===== src/rtl/status_reg_unit.sv =====
// status_reg_unit: architectural NZCV status register with ID-stage flag supply.
// Define STATUS_FWD_EN to forward EXE flags combinationally instead of raising flag_hazard.
module status_reg_unit #(
   parameter int CNT_W = 8
) (
   input  logic             clk,
   input  logic             rst,
   input  logic             freeze,
   input  logic             flush,
   input  logic             exe_s,
   input  logic [3:0]       exe_flags,
   input  logic             id_valid,
   input  logic [3:0]       id_cond,
   input  logic             clr_sticky,
   output logic [3:0]       sr_q,
   output logic [3:0]       status_out,
   output logic             flag_hazard,
   output logic             sticky_v,
   output logic [CNT_W-1:0] update_cnt
);

   localparam logic [CNT_W-1:0] CNT_MAX = {CNT_W{1'b1}};
   localparam logic [CNT_W-1:0] CNT_ONE = {{(CNT_W-1){1'b0}}, 1'b1};

   logic             live_s;
   logic             commit_s;
   logic             cnt_sat_s;
   logic [3:0]       status_s;
   logic             hazard_s;
   logic [3:0]       sr_r;
   logic             sticky_r;
   logic [CNT_W-1:0] cnt_r;

   // Qualify the EXE flag write: live ignores freeze, commit does not.
   always_comb begin
      live_s    = exe_s & ~flush;
      commit_s  = live_s & ~freeze;
      cnt_sat_s = (cnt_r == CNT_MAX);
   end

   // Committed NZCV register.
   always_ff @(posedge clk) begin
      if (rst) begin
         sr_r <= 4'b0000;
      end else if (commit_s) begin
         sr_r <= exe_flags;
      end else begin
         sr_r <= sr_r;
      end
   end

   // Sticky overflow: a committed V=1 beats a simultaneous clear; freeze holds it.
   always_ff @(posedge clk) begin
      if (rst) begin
         sticky_r <= 1'b0;
      end else if (freeze) begin
         sticky_r <= sticky_r;
      end else if (commit_s & exe_flags[0]) begin
         sticky_r <= 1'b1;
      end else if (clr_sticky) begin
         sticky_r <= 1'b0;
      end else begin
         sticky_r <= sticky_r;
      end
   end

   // Saturating count of committed flag writes.
   always_ff @(posedge clk) begin
      if (rst) begin
         cnt_r <= {CNT_W{1'b0}};
      end else if (commit_s & ~cnt_sat_s) begin
         cnt_r <= cnt_r + CNT_ONE;
      end else begin
         cnt_r <= cnt_r;
      end
   end

`ifdef STATUS_FWD_EN
   logic unused_id_s;
   assign unused_id_s = ^{id_valid, id_cond};

   // Forward in-flight flags so ID never has to wait.
   always_comb begin
      hazard_s = 1'b0;
      if (live_s) begin
         status_s = exe_flags;
      end else begin
         status_s = sr_r;
      end
   end
`else
   // Without forwarding, a conditional ID instruction must stall behind a live flag write.
   always_comb begin
      status_s = sr_r;
      if (id_valid & live_s & (id_cond < 4'd14)) begin
         hazard_s = 1'b1;
      end else begin
         hazard_s = 1'b0;
      end
   end
`endif

   assign sr_q        = sr_r;
   assign sticky_v    = sticky_r;
   assign update_cnt  = cnt_r;
   assign status_out  = status_s;
   assign flag_hazard = hazard_s;

endmodule


===== config.mk =====
export PLATFORM = sky130hd
export DESIGN_NAME = status_reg_unit
export DESIGN_NICKNAME = d
export VERILOG_FILES = /design/src/rtl/status_reg_unit.sv
export SDC_FILE = /design/constraint.sdc
export NUM_CORES = 1
export LEC_CHECK = 0
export BUFFER_PORTS_ARGS = -buffer_cell sky130_fd_sc_hd__buf_4
export CORE_MARGIN = 3
export CORE_UTILIZATION = 40
export CTS_CLUSTER_SIZE = 16
export DETAILED_ROUTE_END_ITERATION = 7
export PLACE_DENSITY = 0.73
export SLEW_MARGIN = 15
export SYNTH_ARGS = -nofsm -noshare
export SYNTH_HDL_FRONTEND = slang
export SYNTH_SLANG_ARGS = --single-unit
export TNS_END_PERCENT = 20

===== constraint.sdc =====
create_clock -name clk -period 3.1 [get_ports clk]
set_clock_uncertainty 0.05 [all_clocks]
set_input_delay 0.155 -clock clk [delete_from_list [all_inputs] [get_ports clk]]
set_output_delay 0.155 -clock clk [all_outputs]
set_load 0.05 [all_outputs]

==> results of run 1 <==
-- layout make-up --
| class | count | area, um2 |
|---|---|---|
| clock buffer | 4 | 26.3 |
| fill | 125 | 515 |
| inverter | 2 | 7.51 |
| multi-input combinational | 53 | 305 |
| sequential | 13 | 260 |
| tap | 15 | 18.8 |
| timing repair buffer | 31 | 233 |
-- worst max-delay path, delay by kind of cell, from the launching register on --
family / cells / cell delay, ps
multiplexers: 1 / 170
flip-flops: 1 / 400
adder cells (fa/ha/maj): 1 / 230
AND/OR/NAND/NOR: 3 / 590
-- cells in the final DEF (no fill, tap or decap), drive strengths merged --
master  instances
nand2          10
nor3            3
nand4           1
clkbuf          4
or3b            1
nand3           3
nor3b           1
mux2i           2
dfxtp          13
nand2b          1
a21oi           8
ha              1
nand3b          1
a31oi           1
inv             2
or3             1
o21ai           3
o31ai           1
xnor2           1
and4            1
nor2            6
or4             2
buf            31
xor2            1
or2             1
and3            1
a211oi          2
-- flip-flops by register name, indices dropped and copies added (netlist names) --
name        count
sticky_v        1
update_cnt      8
sr_q            4
-- per-stage QoR --
stage	hold slack (ps)	cell area, um2	util	instances	setup WS (ps)
floorplan	174	618	-	74	1270
global placement	355	825	0.603	114	1360
detailed placement	365	825	0.603	114	1360
CTS	68.4	851	0.623	118	1560
global route	90.3	851	0.623	118	1450
finish	70.2	851	0.623	118	1550
-- metal layers --
layer | vias to the layer above | routed length, um | share of wire | GRT usage
met5 | - | 0 | 0 | 0
met4 | 0 | 20 | 0.014 | 0.0760
met3 | 4 | 92 | 0.065 | 0.0359
met2 | 23 | 683 | 0.48 | 0.212
met1 | 272 | 622 | 0.44 | 0.213
li1 | 316 | - | - | -
-- worst paths after layout --
check | startpoint | endpoint | cells after the start | slack (ps)
setup / recovery | update_cnt[0]$_SDFFE_PP0P_ | update_cnt[6]$_SDFFE_PP0P_ | 5 | 1550
hold / removal | exe_flags[3] | sr_q[3]$_SDFFE_PP0P_ | 3 | 70
setup reg to reg | update_cnt[0]$_SDFFE_PP0P_ | update_cnt[6]$_SDFFE_PP0P_ | 5 | 1550
hold reg to reg | sr_q[2]$_SDFFE_PP0P_ | sr_q[2]$_SDFFE_PP0P_ | 2 | 420
-- power by group through the flow --
stage	registers (mW)	logic [mW]	clock network, mW
final	0.172	0.0508	0.105
after global routing	0.173	0.0542	0.111
after CTS	0.172	0.0512	0.107
after detailed placement	0.176	0.0511	0
after global placement	0.176	0.0509	0
after floorplan	0.187	0.0205	0
-- cell families (layout without fill, tap and decap cells) --
family                   Yosys count  after routing  share of synthesized area
XOR/XNOR                           2              2                     0.0283
flip-flops                        13             13                      0.421
multiplexers                       2              2                     0.0324
AND/OR/NAND/NOR                   33             33                      0.277
buffers and inverters              8             37                     0.0850
adder cells (fa/ha/maj)            1              1                     0.0202
AO/OA/AOI/OAI                     15             15                      0.136
==> flow_summary.yaml, run 1 <==
outcome:
  status: "complete, no violations"
routing:
  vias_per_cell: 5.21
  totalWireLength_um: 1420
  antenna_left: 0
  num_vias: 615
  dr.pass1.iters: 4
  drc: 0
  drt_iter0_markers: 8
  wl_per_cell_um: 12.0
power_and_ir_drop:
  clockPowerShare: 0.319
  p_sw_frac: 0.267
  p_leak_nw: 0.371
  comb_power_share: 0.155
  seq_power_share: 0.526
  finalPower_mw: 0.328
  ir_drop_uv: 217
  p_per_area_nw_per_um2: 385
  p_switching_mw: 0.0875
  p_int_mw: 0.240
synthesis:
  avgSynthCellArea_um2: 8.35
  syn_nets: 90
  synth_cell_types: 28
  synth_ff_type: "dfxtp_1"
  synthTopCellsByCount: "13 x dfxtp_1, 10 x nand2_1, 8 x a21oi_1, 6 x nor2_1, 4 x buf_4"
  synthTopCellsByArea: "dfxtp_1 42%, a21oi_1 6.5%, nand2_1 6.1%"
  synth_top_area_frac: 0.421
  synth_edf_count: 0
  ys_seq_elements: 13
  yosys.area.top_type: "dfxtp_1"
  ys_seq_area_frac: 0.421
  synthCells: 74
  syn_area_um2: 618
  yosys_warnings: 0
  synth.most_common_cell: "dfxtp_1"
  async_flop_share: 0
cts:
  htree_levels: 1
  clkSinkCount: 13
  cts_made_buffers: 3
  postCtsSetupRepairBufs: 0
  cts_resized: 0
  root_buffer: "clkbuf_4"
  clock_path_buffers: 2
  clkLatencyLatePin_ps: 270
  clkSlewWorstSetupHoldPaths_ps: 80
  cts_tree: "built"
  hold_buffers: 0
worst_setup_path:
  worst_path_max_delay_cell: "or4_1"
  worstPathRequired_ps: 3220
  endpoint_kind: "register"
  setup.worst_path.class: "reg -> reg"
  path_max_fanout: 4
  cp_slowest_stage_delay_ps: 430
  path_cells: "ha_1 -> nand2_1 -> or4_1 -> mux2i_1 -> nor2_1"
  crit_arrival_ps: 1670
  critPathLaunchType: "register"
placed_design:
  globalplace.congestion: 0.807
  portBuffers: 31
  dp_hpwl_um: 1060
timing:
  slew-limit-headroom: 0.532
  tightest_slew_ps: 700
  hold_violations: 0
  rsz0062_at_grt: "no"
  fin_crit_sh: 0.500
  fin_tns_setup_ps: 0
  period_needed_ps: 1550
  fmaxAchievable_mhz: 645
  setup_viol: 0
  slew_violations: 0
global_routing:
  grt_overflow: 0
  first_global_vias: 507
  grt_pass1_wl_um: 2240
  grt_max_degree: 14
  grt_usage: 0.151
  antenna_found_initial: 0
die:
  core_area_um2: 1370
  initial_utilization: 0.452
  die_area_um2: 2050
  rows: 13
  ios: 33
  die_w_um: 45.3
  dieHeight_um: 45.3
layout:
  antennaDiodeCount: 0
  final_layout_size_suffix_gt1_frac: 0.340
  nets: 120
  area_growth_syn_to_layout_pct: 37.7
run:
  max_cap_violations: 0
worst_hold_path:
  min_path_type: "in -> reg"
(Power assumes the default switching activity.)
==> run 2, diff against run 1 <==
ABC_AREA = 1   (was unset)
PLACE_DENSITY = 0.71   (was 0.73)
clock period = 1.44 ns   (was 3.1 ns; I/O delays follow)
==> flow_summary.yaml, run 2 <==
layout:
  final_common_cell: "buf_4"
  final_cell_mix: "32 x buf_4, 21 x nand2_1, 15 x nor2_1, 9 x inv_1"
  area_growth_syn_to_layout_pct: 45.7
  largest_reg_flops: 8
  nets: 147
  final_layout_size_suffix_gt1_frac: 0.408
  fill_cells: 152
  antennaDiodeCount: 0
  fin_util: 0.637
synthesis:
  synthSimpleGateAreaFrac: 0.383
  synth.most_common_cell: "nand2_1"
  yosys_warnings: 0
  synth_cell_types: 20
  synth_compound_area_frac: 0.101
  synth_top_family_by_area: "simple AND/OR/NAND/NOR gates"
  ys_seq_area_frac: 0.382
  avgSynthCellArea_um2: 7.18
  synth_xor_area_frac: 0
  synth_top_area_frac: 0.382
  muxShareOfSynthArea: 0
  synthCells: 95
  synthTopCellsByCount: "21 x nand2_1, 15 x nor2_1, 13 x dfxtp_1, 9 x inv_1, 7 x a21oi_1"
  async_flop_share: 0
  syn_area_um2: 682
  ys_seq_elements: 13
  yosys.area.top_type: "dfxtp_1"
  synthTopCellsByArea: "dfxtp_1 38%, nand2_1 12%, nor2_1 8.3%"
  synth_edf_count: 0
  synthAdderAreaFrac: 0.0183
  synth_ff_type: "dfxtp_1"
  syn_nets: 111
global_routing:
  grt_usage: 0.164
  grt_overflow: 0
  first_global_vias: 598
  grt_pass1_wl_um: 2560
  antenna_found_initial: 0
  grt_max_degree: 12
worst_setup_path:
  crit_arrival_ps: 1460
  critPathLaunchType: "register"
  path_max_fanout: 9
  endpoint_kind: "register"
  setup.worst_path.class: "reg -> reg"
  worstPathRequired_ps: 1570
timing:
  hold_violations: 0
  fmaxAchievable_mhz: 754
  slew_violations: 0
  period_needed_ps: 1330
  fin_crit_sh: 0.920
  tightest_slew_ps: 282
  slew-limit-headroom: 0.811
  fin_tns_setup_ps: 0
  rsz0062_at_grt: "no"
  fin_hold_ws_ps: 19.2
  setup_viol: 0
routing:
  dr.max_layer_used: "met4"
  wl_met3_um: 122
  drt_iter0_markers: 13
  met1_length_um: 668
  wl_per_cell_um: 11.4
  drc: 0
  dr.pass1.iters: 4
  vias_per_cell: 5.10
  num_vias: 745
  antenna_left: 0
  totalWireLength_um: 1670
  met2_length_um: 867
die:
  die_area_um2: 2240
  ios: 33
  core_area_um2: 1560
  die_w_um: 47.3
  rows: 14
  initial_utilization: 0.437
  dieHeight_um: 47.3
power_and_ir_drop:
  ir_drop_uv: 687
  p_per_area_nw_per_um2: 752
  finalPower_mw: 0.747
  p_leak_nw: 0.482
placed_design:
  globalplace.congestion: 0.782
  dp_hpwl_um: 1250
  portBuffers: 31
outcome:
  status: "complete, no violations"
cts:
  cts_made_buffers: 3
  postCtsSetupRepairBufs: 0
  clkLatencyLatePin_ps: 280
  cts_tree: "built"
  htree_levels: 1
  clkSlewWorstSetupHoldPaths_ps: 90
  clkSinkCount: 13
  root_buffer: "clkbuf_4"
  clock_path_buffers: 2
run:
  max_cap_violations: 0
worst_hold_path:
  min_path_type: "in -> reg"
[run 2: critical path, cell delays in order, from the launching register on]
cell     delay (ps)
dfxtp_4         380
ha_2            200
inv_1            70
nor2_4          150
nand2_4         100
nand2_2         100
inv_1            60
nor2_1           80
nor2_1           50
[run 2: cell families after synthesis]
group	after synthesis
buffers and inverters	15
AOI/OAI and AO/OA	13
and+or+nand+nor	53
DFF	13
adders and majority gates	1
[run 2: path summary, 6_finish.rpt]
kind	from	cells after the start	slack, ps	to
max	update_cnt[0]$_SDFFE_PP0P_	8	110	update_cnt[0]$_SDFFE_PP0P_
min	exe_flags[0]	3	20	sticky_v$_SDFFE_PP0P_
max reg2reg	update_cnt[0]$_SDFFE_PP0P_	8	110	update_cnt[0]$_SDFFE_PP0P_
min reg2reg	sr_q[0]$_SDFFE_PP0P_	2	440	sr_q[0]$_SDFFE_PP0P_
[run 2: where the power goes]
group	internal (mW)	leakage (nW)	switching (mW)	total [mW]
Combinational	0.0577	0.355	0.0816	0.139
Sequential	0.365	0.109	0.00682	0.372
Clock	0.103	0.0177	0.133	0.236
Total	0.526	0.482	0.221	0.747
[run 2: repair_timing]
action                                  CTS  global route
endpoints found under the hold margin     6             0
hold buffers                              4             0
gates resized for setup                   0             3
endpoints found under the setup margin    0             4
[run 2: stage by stage]
step                setup slack [ps]  cell area, um2  std cells
floorplan                       26.1             694         95
global placement                75.5             913        138
detailed placement              65.7             913        138
CTS                             51.6             981        146
global route                    12.5             993        146
finish                           115             993        146
[run 2: cell type report]
class                      instances  area [um2]  share of cell area
multi-input combinational         67         355               0.358
timing repair buffer              36         280               0.282
clock inverter                     1        5.00             0.00504
sequential                        13         273               0.275
tap                               16        20.0              0.0202
inverter                          10        37.5              0.0378
clock buffer                       3        22.5              0.0227
[run 2: layer usage]
layer / vias to the layer above / track usage
li1: 375 / -
met4: 0 / 0.0497
met5: - / 0
met1: 340 / 0.195
met2: 28 / 0.275
met3: 2 / 0.0575
==> run 3, diff against run 2 <==
ABC_AREA = unset   (was 1)
PLACE_DENSITY = 0.73   (was 0.71)
==> flow_summary.yaml, run 3 (same netlist as run 1, synthesis figures left out) <==
timing:
  fin_hold_ws_ps: 7.96
  setup_viol: 0
  fmaxAchievable_mhz: 721
  slew_violations: 0
  rsz0062_at_grt: "yes"
  tightest_slew_ps: 263
  fin_tns_setup_ps: 0
  hold_violations: 0
  period_needed_ps: 1390
  slew-limit-headroom: 0.824
  fin_crit_sh: 0.963
  fin_ws_ps: 52.9
cts:
  clkLatencyLatePin_ps: 270
  htree_levels: 1
  cts_tree: "built"
  cts_made_buffers: 3
  clock_path_buffers: 2
  root_buffer: "clkbuf_4"
  postCtsSetupRepairBufs: 0
  clkSlewWorstSetupHoldPaths_ps: 80
  clkSinkCount: 13
global_routing:
  grt_overflow: 0
  grt_usage: 0.155
  grt_max_degree: 14
  grt_pass1_wl_um: 2320
  first_global_vias: 559
  antenna_found_initial: 0
worst_setup_path:
  worst_path_max_delay_cell: "or4_4"
  crit_arrival_ps: 1500
  critPathLaunchType: "register"
  endpoint_kind: "register"
  r2r_slack_ps: 50
  cp_slowest_stage_delay_ps: 420
  worstPathRequired_ps: 1550
  path_max_fanout: 4
  path_cells: "ha_4 -> nand2_1 -> or4_4 -> mux2i_1 -> nor2_1"
  setup.worst_path.class: "reg -> reg"
placed_design:
  globalplace.congestion: 0.832
  pre_cts_ws_ps: -128
  dp_cells: 121
  portBuffers: 31
  dp_hpwl_um: 1150
  placed_area_um2: 912
layout:
  final_cell_mix: "38 x buf_4, 10 x nand2_1, 8 x a21oi_1"
  nets: 130
  final_layout_size_suffix_gt1_frac: 0.478
  fin_area_um2: 980
  regArea_um2: 283
  final_common_cell: "buf_4"
  largest_reg_flops: 8
  fin_util: 0.717
  fill_cells: 128
  multi_input_area_um2: 329
  area_growth_syn_to_layout_pct: 58.5
  antennaDiodeCount: 0
  final_cells: 128
worst_hold_path:
  min_path_type: "in -> reg"
die:
  rows: 13
  core_area_um2: 1370
  die_w_um: 45.3
  initial_utilization: 0.452
  die_area_um2: 2050
  dieHeight_um: 45.3
  ios: 33
power_and_ir_drop:
  ir_drop_uv: 571
  finalPower_mw: 0.713
  p_leak_nw: 0.419
  p_per_area_nw_per_um2: 727
routing:
  dr.pass1.iters: 4
  vias_per_cell: 5.13
  antenna_left: 0
  totalWireLength_um: 1510
  num_vias: 657
  drt_iter0_markers: 9
  drc: 0
  wl_per_cell_um: 11.8
outcome:
  status: "complete, no violations"
run:
  max_cap_violations: 0
## run 3: power by group
part	switching, mW	total [mW]	leakage (nW)	internal (mW)
Sequential	0.00618	0.364	0.111	0.358
Clock	0.114	0.221	0.0150	0.107
Combinational	0.0691	0.128	0.294	0.0584
## run 3: worst paths after layout
check	from	end	cells past startpoint
max	update_cnt[0]$_SDFFE_PP0P_	update_cnt[6]$_SDFFE_PP0P_	5
max reg2reg	update_cnt[0]$_SDFFE_PP0P_	update_cnt[6]$_SDFFE_PP0P_	5
min	rst	sr_q[3]$_SDFFE_PP0P_	2
min reg2reg	sr_q[3]$_SDFFE_PP0P_	sr_q[3]$_SDFFE_PP0P_	2
## run 3: area by class of cell
type | count | share of cell area
sequential | 13 | 0.289
timing repair buffer | 41 | 0.322
clock buffer | 4 | 0.0268
inverter | 2 | 0.00766
multi-input combinational | 53 | 0.336
tap | 15 | 0.0192
## run 3: layer usage
metal | share of wire | up-vias | global-route usage
li1 | - | 335 | -
met1 | 0.40 | 301 | 0.195
met2 | 0.53 | 19 | 0.249
met3 | 0.063 | 2 | 0.0359
met4 | 0.0093 | 0 | 0.0702
met5 | 0 | - | 0
## run 3: repair_timing
item,4_1_cts,5_1_grt
endpoints found under the hold margin,3,0
setup endpoints to repair,0,2
hold buffers,3,0
resized for setup,0,3
## run 3: worst max-delay path: cells and delay by family (launching register included)
family,cells,cell delay [ps]
and+or+nand+nor,3,550
adders and majority gates,1,150
DFF,1,380
muxes,1,150
